==> src/rtl/sprite_pkg.sv <==
// sprite_pkg
// Shared definitions for the sprite display path: the transparent colour key,
// command word field positions, action / action_type codes, and a small
// helper used to decide whether a layer contributes to a pixel.
// No ports (package).
package sprite_pkg;

    // Colour a sprite block outputs when it has nothing to draw.
    localparam logic [23:0] SPRITE_TRANSPARENT = 24'h202020;

    // Command word layout (32 bits).
    localparam int CMD_COMP_HI = 31;
    localparam int CMD_COMP_LO = 26;
    localparam int CMD_ACT_HI  = 20;
    localparam int CMD_ACT_LO  = 17;
    localparam int CMD_TYPE_HI = 16;
    localparam int CMD_TYPE_LO = 14;
    localparam int CMD_DATA_HI = 12;
    localparam int CMD_DATA_LO = 0;

    typedef enum logic [3:0] {
        ACT_UPDATE = 4'h1,
        ACT_COMMIT = 4'hF
    } action_e;

    typedef enum logic [2:0] {
        SET_EN    = 3'b001,
        SET_BG_HI = 3'b011,
        SET_BG_LO = 3'b100
    } action_type_e;

    // A layer draws when it is enabled and not showing the colour key.
    function automatic logic is_opaque(input logic        en,
                                       input logic [23:0] rgb,
                                       input logic [23:0] key);
        return en && (rgb != key);
    endfunction

endpackage

==> src/rtl/layer_priority_sel.sv <==
// layer_priority_sel
// Combinational fixed-priority select: returns the colour of the
// lowest-index opaque layer, or the background colour when none is opaque.
// Ports:
//   layer_rgb  in  24*NUM_LAYERS  layer i colour in bits [24i+23:24i]
//   opaque     in  NUM_LAYERS     per-layer opaque flags
//   bg_rgb     in  24             background colour
//   rgb        out 24             selected colour
module layer_priority_sel #(
    parameter int NUM_LAYERS = 8
) (
    input  logic [24*NUM_LAYERS-1:0] layer_rgb,
    input  logic [NUM_LAYERS-1:0]    opaque,
    input  logic [23:0]              bg_rgb,
    output logic [23:0]              rgb
);

    // Walk from the highest index down so the lowest opaque index is the
    // last assignment and therefore wins.
    always_comb begin
        rgb = bg_rgb;
        for (int i = NUM_LAYERS - 1; i >= 0; i--) begin
            if (opaque[i]) begin
                rgb = layer_rgb[24*i +: 24];
            end
        end
    end

endmodule

==> src/rtl/sprite_compositor.sv <==
// sprite_compositor
// Composites up to NUM_LAYERS sprite layer colours with fixed priority
// (layer 0 on top), fills uncovered pixels with a programmable background,
// and registers the result for the VGA output. Layer enables and background
// colour are written into shadow registers via the command bus and copied to
// the active set only at frame start (hcount==0 && vcount==0).
//
// Optional feature macro: SPRITE_COMPOSITOR_COLLISION_EN
//   defined   -> per-frame layer-0 collision flags on collision_mask
//   undefined -> collision_mask tied to 0
//
// Ports:
//   clk             in  1             pixel clock
//   reset           in  1             synchronous, active-high reset
//   write           in  1             writedata valid
//   writedata       in  32            command word
//   hcount          in  10            current pixel column
//   vcount          in  10            current pixel row
//   layer_rgb       in  24*NUM_LAYERS layer colours, layer i in [24i+23:24i]
//   rgb_out         out 24            composited pixel (2-cycle latency)
//   hcount_out      out 10            hcount aligned with rgb_out
//   vcount_out      out 10            vcount aligned with rgb_out
//   collision_mask  out NUM_LAYERS    previous-frame collision flags
module sprite_compositor
    import sprite_pkg::*;
#(
    parameter int          NUM_LAYERS   = 8,
    parameter logic [5:0]  COMPONENT_ID = 6'b000001,
    parameter logic [23:0] TRANSPARENT  = SPRITE_TRANSPARENT,
    parameter logic [23:0] BG_DEFAULT   = 24'h5C94FC
) (
    input  logic                     clk,
    input  logic                     reset,
    input  logic                     write,
    input  logic [31:0]              writedata,
    input  logic [9:0]               hcount,
    input  logic [9:0]               vcount,
    input  logic [24*NUM_LAYERS-1:0] layer_rgb,
    output logic [23:0]              rgb_out,
    output logic [9:0]               hcount_out,
    output logic [9:0]               vcount_out,
    output logic [NUM_LAYERS-1:0]    collision_mask
);

    // ---------------- command decode ----------------
    logic [5:0]  cmd_comp;
    logic [3:0]  cmd_action;
    logic [2:0]  cmd_type;
    logic [12:0] cmd_data;
    logic        cmd_hit;
    logic        cmd_update;
    logic        cmd_commit;
    logic        unused_cmd_bits;

    assign cmd_comp   = writedata[CMD_COMP_HI:CMD_COMP_LO];
    assign cmd_action = writedata[CMD_ACT_HI:CMD_ACT_LO];
    assign cmd_type   = writedata[CMD_TYPE_HI:CMD_TYPE_LO];
    assign cmd_data   = writedata[CMD_DATA_HI:CMD_DATA_LO];

    assign unused_cmd_bits = ^{writedata[25:21], writedata[13], cmd_data[12]};

    assign cmd_hit    = write && (cmd_comp == COMPONENT_ID);
    assign cmd_update = cmd_hit && (cmd_action == ACT_UPDATE);
    assign cmd_commit = cmd_hit && (cmd_action == ACT_COMMIT);

    logic frame_start;
    assign frame_start = (hcount == 10'd0) && (vcount == 10'd0);

    // ---------------- shadow / active settings ----------------
    logic [NUM_LAYERS-1:0] shadow_en;
    logic [NUM_LAYERS-1:0] active_en;
    logic [23:0]           shadow_bg;
    logic [23:0]           active_bg;
    logic                  commit_pending;

    always_ff @(posedge clk) begin
        if (reset) begin
            shadow_en      <= '1;
            active_en      <= '1;
            shadow_bg      <= BG_DEFAULT;
            active_bg      <= BG_DEFAULT;
            commit_pending <= 1'b0;
        end else begin
            if (cmd_update) begin
                case (cmd_type)
                    SET_EN:    shadow_en        <= cmd_data[NUM_LAYERS-1:0];
                    SET_BG_HI: shadow_bg[23:12] <= cmd_data[11:0];
                    SET_BG_LO: shadow_bg[11:0]  <= cmd_data[11:0];
                    default:   ;
                endcase
            end

            // The active copy takes the shadow value held before any write in
            // this same cycle. A commit arriving on the frame-start cycle is
            // parked for the next frame rather than applied now.
            if (frame_start) begin
                if (commit_pending) begin
                    active_en <= shadow_en;
                    active_bg <= shadow_bg;
                end
                commit_pending <= cmd_commit;
            end else if (cmd_commit) begin
                commit_pending <= 1'b1;
            end
        end
    end

    // ---------------- opaque evaluation ----------------
    logic [NUM_LAYERS-1:0] opaque;

    always_comb begin
        opaque = '0;
        for (int i = 0; i < NUM_LAYERS; i++) begin
            opaque[i] = is_opaque(active_en[i], layer_rgb[24*i +: 24], TRANSPARENT);
        end
    end

    // ---------------- S1 ----------------
    logic [24*NUM_LAYERS-1:0] s1_rgb;
    logic [NUM_LAYERS-1:0]    s1_opaque;
    logic [9:0]               s1_hcount;
    logic [9:0]               s1_vcount;
    logic [23:0]              s1_bg;

    always_ff @(posedge clk) begin
        if (reset) begin
            s1_rgb    <= '0;
            s1_opaque <= '0;
            s1_hcount <= '0;
            s1_vcount <= '0;
            s1_bg     <= '0;
        end else begin
            s1_rgb    <= layer_rgb;
            s1_opaque <= opaque;
            s1_hcount <= hcount;
            s1_vcount <= vcount;
            s1_bg     <= active_bg;
        end
    end

    // ---------------- S2 ----------------
    logic [23:0] sel_rgb;

    layer_priority_sel #(
        .NUM_LAYERS (NUM_LAYERS)
    ) u_sel (
        .layer_rgb (s1_rgb),
        .opaque    (s1_opaque),
        .bg_rgb    (s1_bg),
        .rgb       (sel_rgb)
    );

    always_ff @(posedge clk) begin
        if (reset) begin
            rgb_out    <= '0;
            hcount_out <= '0;
            vcount_out <= '0;
        end else begin
            rgb_out    <= sel_rgb;
            hcount_out <= s1_hcount;
            vcount_out <= s1_vcount;
        end
    end

    // ---------------- collision tracking ----------------
`ifdef SPRITE_COMPOSITOR_COLLISION_EN
    logic [NUM_LAYERS-1:0] coll_hits;
    logic [NUM_LAYERS-1:0] coll_work;
    logic [NUM_LAYERS-1:0] coll_mask_q;

    // Bit 0 never set: layer 0 cannot collide with itself.
    always_comb begin
        coll_hits = '0;
        for (int j = 1; j < NUM_LAYERS; j++) begin
            coll_hits[j] = opaque[0] && opaque[j];
        end
    end

    always_ff @(posedge clk) begin
        if (reset) begin
            coll_work   <= '0;
            coll_mask_q <= '0;
        end else if (frame_start) begin
            coll_mask_q <= coll_work;
            coll_work   <= '0;
        end else begin
            coll_work <= coll_work | coll_hits;
        end
    end

    assign collision_mask = coll_mask_q;
`else
    assign collision_mask = '0;
`endif

endmodule
==> config.mk <==
export PLATFORM = sky130hd
export DESIGN_NAME = sprite_compositor
export DESIGN_NICKNAME = d
export VERILOG_FILES = /design/src/rtl/sprite_pkg.sv /design/src/rtl/layer_priority_sel.sv /design/src/rtl/sprite_compositor.sv
export SDC_FILE = /design/constraint.sdc
export NUM_CORES = 1
export LEC_CHECK = 0
export CORE_UTILIZATION = 38
export DETAILED_ROUTE_END_ITERATION = 7
export GPL_ROUTABILITY_DRIVEN = 0
export PLACE_DENSITY = 0.63
export SYNTH_ARGS = -nofsm -noshare
export SYNTH_HDL_FRONTEND = slang
export SYNTH_SLANG_ARGS = --single-unit
==> constraint.sdc <==
create_clock -name clk -period 2.2 [get_ports clk]
set_input_delay 0.33 -clock clk [delete_from_list [all_inputs] [get_ports clk]]
set_output_delay 0.33 -clock clk [all_outputs]
set_load 0.005 [all_outputs]
# After elaboration in Yosys (flattened, before gate mapping)
# Index checks and enable logic that the tools add are counted.
[classes]
n_eq_ne = 14
mux = 10
reduce_logical = 19
[op_table]
columns = ["operator", "n"]
rows = [
  ["two-way mux 24 bit", 8],
  ["!= test 24 x 22 -> 1 bit (second input constant)", 8],
  ["logical NOT 10 bit", 2],
  ["logical AND 1 bit", 12],
  ["AND reduction 2 bit", 4],
  ["== test 6 x 1 -> 1 bit (second input constant)", 1],
  ["== test 4 x 1 -> 1 bit (second input constant)", 1],
  ["== test 4 bit (second input constant)", 1],
  ["== test 3 x 1 -> 1 bit (second input constant)", 1],
  ["== test 3 x 2 -> 1 bit (second input constant)", 1],
  ["== test 3 bit (second input constant)", 1],
  ["two-way mux 1 bit", 2],
  ["nonzero test 2 bit", 1],
]
[word_totals]
word_cells = 57
regBits = 353
inputBits = 247
out_inout_bits = 52

# Depth between registers and ports, before layout
[depth]
word_depth = 8
depth_mapped = 6
mapped_depth_nobuf = 4

# Hierarchy
# Synthesis repeated with hierarchy kept, for this count alone.
[hier_totals]
hier_cells = 1227
area_unflattened_um2 = 12512.0
[by_module_without_submodules]
columns = ["module", "area_per_inst_um2", "cells_each", "seq_area_each_um2", "instances"]
rows = [
  ["sprite_compositor", 10826.6, 947, 7066.8, 1],
  ["layer_priority_sel", 1685.4, 280, 0.0, 1],
]

# Worst setup path after synthesis
# OpenSTA, ideal clock, no wires.
[synth_timing]
kind = "input -> register"
startpoint = "input port writedata[27]"
endpoint = "register shadow_bg[4]"
n_path_buf = 1
slack_ns = 0.594
path_stages = 4
setup_time_ns = 0.120
t_required_ns = 2.080
arrival_time_ns = 1.486
cell_sequence = "nor4b_4 -> nand4_4 -> buf_6 -> a211o_1"
[synth_via]
elab_chain_cells = 4
[synth_lines]
columns = ["element", "line_no", "text"]
rows = [
  ["from (decl)", "sprite_compositor.sv:35", "input logic [31:0] writedata,"],
  ["== test 6 x 1 -> 1 bit", "sprite_compositor.sv:62", "assign cmd_hit = write && (cmd_comp == COMPONENT_ID);"],
  ["logical AND 1 bit", "sprite_compositor.sv:62", ""],
  ["logical AND 1 bit", "sprite_compositor.sv:63", "assign cmd_update = cmd_hit && (cmd_action == ACT_UPDATE);"],
  ["AND reduction 2 bit (no line)", "-", ""],
  ["to (signal assigned)", "sprite_compositor.sv:88", "SET_BG_LO: shadow_bg[11:0] <= cmd_data[11:0];"],
  ["to (decl)", "sprite_compositor.sv:72", "logic [23:0] shadow_bg;"],
]
# Every way passes these cells.
# A chain may end at the register's enable or synchronous reset.

# Worst setup path in the final report
[layout_timing]
startpoint = "register s1_opaque[5]"
endpoint = "register rgb_out[2]"
[layout_via]
elab_chain_cells = 6
[layout_lines]
columns = ["element", "line_no", "text"]
rows = [
  ["from (decl)", "sprite_compositor.sv:120", "logic [NUM_LAYERS-1:0] s1_opaque;"],
  ["from (signal assigned)", "sprite_compositor.sv:134", "s1_opaque <= opaque;"],
  ["two-way mux 24 bit (6 in series)", "layer_priority_sel.sv:23", "if (opaque[i]) begin"],
  ["to (signal assigned)", "sprite_compositor.sv:159", "rgb_out <= sel_rgb;"],
  ["to (decl)", "sprite_compositor.sv:39", "output logic [23:0] rgb_out,"],
]
# Every way passes these cells.

==> run_results.csv <==
group,metric,value,unit
yosys,synth_top_area_cell,"dfxtp_1",
yosys,syn_area_per_cell,10.4,sq um
routing,routed_wl,34.8,mm
cts,cts_tree,"built",
finish,area_growth,38.1,%
yosys,yosys.cell_count.top_type,"dfxtp_1",
floorplanning,initial_utilization,39.0,%
cts,cts_sinks,353,
timing,maxSlewHeadroom,48.0,%
placement,placed_cells,1887,
critical_path,worst-setup-path-type,"reg -> reg",
floorplanning,die_x,183,um
critical_path,worst_setup_path_end_kind,"flip-flop",
yosys,ys_ff_latch,353,
routing,first_pass_iters,5,
yosys,synthDistinctLibCells,43,
finish,instances_no_fill,1956,
floorplanning,boundaryPins,299,
cts,root_buffer,"clkbuf_16",
timing,worst_slew_pin_slew,0.760,ns
grt,grt_overflow,0,
cts,hold_buffers,0,
finish,nNetsFinal,1738,
cts,cts_buffers,37,
yosys,ys.warnings.count,0,
yosys,synth_common_cells,"dfxtp_1, nor2b_1, nor2_1, clkbuf_1, mux2i_1",
grt,track_usage,20.5,%
floorplanning,core-area,32000,sq um
critical_path,crit_slowest_cell,"a2111oi_0",
cts,cts_buffer_depth,3,
finish,design_area,17200,sq um
critical_path,crit_path_cell_trace,"nand2b_1 -> buf_4 -> o22ai_1 -> a2111oi_0 -> o21a_1",
cts,clk_pin_slew,0.06,ns
status,status,"completed",
floorplanning,std_cell_rows,65,
floorplanning,die_y,183,um
pwr,leakagePower,6.85,nW
flow_run,max_cap_violations,0,
cts,htreeDepth,2,
critical_path,worstPathMaxFanout,12,
critical_path,max_stage_delay,0.73,ns
yosys,synth_area,12500,sq um
yosys,synth.area.top_cells,"dfxtp_1, nor2b_1, mux2i_1",
routing,drt-initial-drc-count,488,
grt,antenna_found_initial,1,
routing,drc,0,
yosys,ys_seq_area_share,56.7,%
min_path,hp-start,"reset",
timing,drv_slew,0,
routing,wl_per_cell,17.8,um
critical_path,r2r-start,"s1_opaque[5]",
critical_path,worstPathRequired,2.68,ns
grt,grt_max_degree,92,
timing,fmax,534,MHz
min_path,min_path_type,"in -> reg",
critical_path,crit_arrival,2.35,ns
yosys,synthFlopType,"dfxtp_1",
cts,cts_setup_buffers,0,
yosys,synth_edf_count,0,
yosys,ys_async_sr_fraction,0,%
timing,min_period,1.87,ns
cts,ctsResizeCount,0,
routing,vias,9217,
pwr,vdd.ir_drop.worst,0.438,mV
pwr,p_per_area,835,nW/um^2
timing,setup_viol,0,
finish,final_layout_size_suffix_gt1_share,8.42,%
grt,grt_pass1_vias,9222,
critical_path,cp-start-kind,"flip-flop",
floorplanning,dieArea,33500,sq um
placement,port_buffers,283,
timing,finalCritPeriodShare,85.1,%
placement,dp_hpwl,26.5,mm
finish,finish.utilization,53.9,%
cts,clk_latency,0.53,ns
timing,rsz0062_at_grt,"no",
critical_path,rrSetupSlack,0.33,ns
routing,ant_nets,0,
timing,finalClockSkew,0.0249,ns
routing,viasPerCell,4.71,
timing,hold_violations,0,
timing,whs,0.247,ns
yosys,synth_top_area_share,56.7,%
grt,grt_pass1_wl,52.1,mm
critical_path,crit_start,"s1_opaque[5]",
yosys,syn_inst,1200,
placement,placed_cell_area,16000,sq um
area by class of cell:
class,instances,area (sq um)
Antenna cell,1,2.50
Clock buffer,51,1020
Clock inverter,17,221
Fill cell,2852,14700
Inverter,23,86.3
Multi-Input combinational cell,746,4960
Sequential cell,353,7070
Tap cell,435,544
Timing Repair Buffer,330,3320
path summary, 6_finish.rpt:
check                                endpoint  cells after the start
worst max register to register     rgb_out[2]                      5
worst max-delay path               rgb_out[2]                      5
worst min-delay path             shadow_bg[8]                      2
worst min register to register  vcount_out[5]                      1
sequential cells by signal, summed over array words and instances (netlist names), 10 cells and up:
signal / count
s1_hcount: 10
s1_vcount: 10
vcount_out: 10
active_bg: 24
s1_rgb: 192
rgb_out: 24
hcount_out: 10
shadow_bg: 24
s1_bg: 24
cells in the final DEF (no fill, tap or decap), drive strengths merged, types with 2 or more instances in the layout:
| master | netlist | layout |
|---|---|---|
| and3b | 2 | 2 |
| a211o | 21 | 21 |
| conb | 1 | 8 |
| buf | 26 | 48 |
| mux2 | 12 | 12 |
| o21a | 24 | 24 |
| mux2i | 55 | 55 |
| nand2b | 3 | 3 |
| a311oi | 8 | 8 |
| clkbuf | 59 | 51 |
| nor4 | 29 | 29 |
| nor3 | 2 | 2 |
| o22ai | 46 | 46 |
| bufinv | 0 | 4 |
| nor2b | 290 | 290 |
| nor4b | 25 | 25 |
| dfxtp | 353 | 353 |
| a2111oi | 22 | 22 |
| clkdlybuf4s50 | 0 | 282 |
| clkinv | 0 | 10 |
| nand4 | 4 | 4 |
| a21oi | 26 | 26 |
| and4 | 8 | 8 |
| or2 | 2 | 2 |
| inv | 23 | 25 |
| and3 | 2 | 2 |
| a22oi | 23 | 23 |
| nor3b | 3 | 3 |
| nor2 | 99 | 99 |
| o21ai | 24 | 24 |
critical path: cells and delay by family, from the launching register on:
family	cells	cell delay (ns)
buffers and inverters	1	0.19
AOI/OAI and AO/OA	3	1.11
and+or+nand+nor	1	0.14
DFF	1	0.37
routing by layer:
| metal | track usage, % | up-vias | routed length [um] |
|---|---|---|---|
| met4 | 5.87 | 0 | 757 |
| met1 | 28.1 | 4240 | 16200 |
| li1 | - | 4703 | - |
| met5 | 0 | - | 0 |
| met2 | 33.3 | 233 | 16200 |
| met3 | 3.12 | 41 | 1690 |
power by group:
part	switching [mW]	total (mW)	internal, mW
Sequential	0.0984	6.77	6.67
Clock	2.52	6.27	3.75
Combinational	0.571	1.34	0.771
Total	3.19	14.4	11.2
logic make-up (layout without fill, tap and decap cells):
family                 after synthesis  after routing  share of synthesized area, %
muxes                               67             67                          5.50
AOI/OAI and AO/OA                  199            199                          11.1
other                                1              9                        0.0301
and+or+nand+nor                    472            472                          23.0
DFF                                353            353                          56.7
buffers and inverters              108            421                          3.75
metrics by stage:
stage / worst slack (ns) / setup TNS [ns] / power (mW)
after floorplan: 0.594 / 0 / 7.41
after global placement: -0.170 / -3.87 / 8.24
after detailed placement: -0.142 / -2.77 / 8.25
after CTS: 0.363 / 0 / 14.5
after global routing: 0.215 / 0 / 14.9
final: 0.329 / 0 / 14.4
Power figures use the tool's default switching activity.
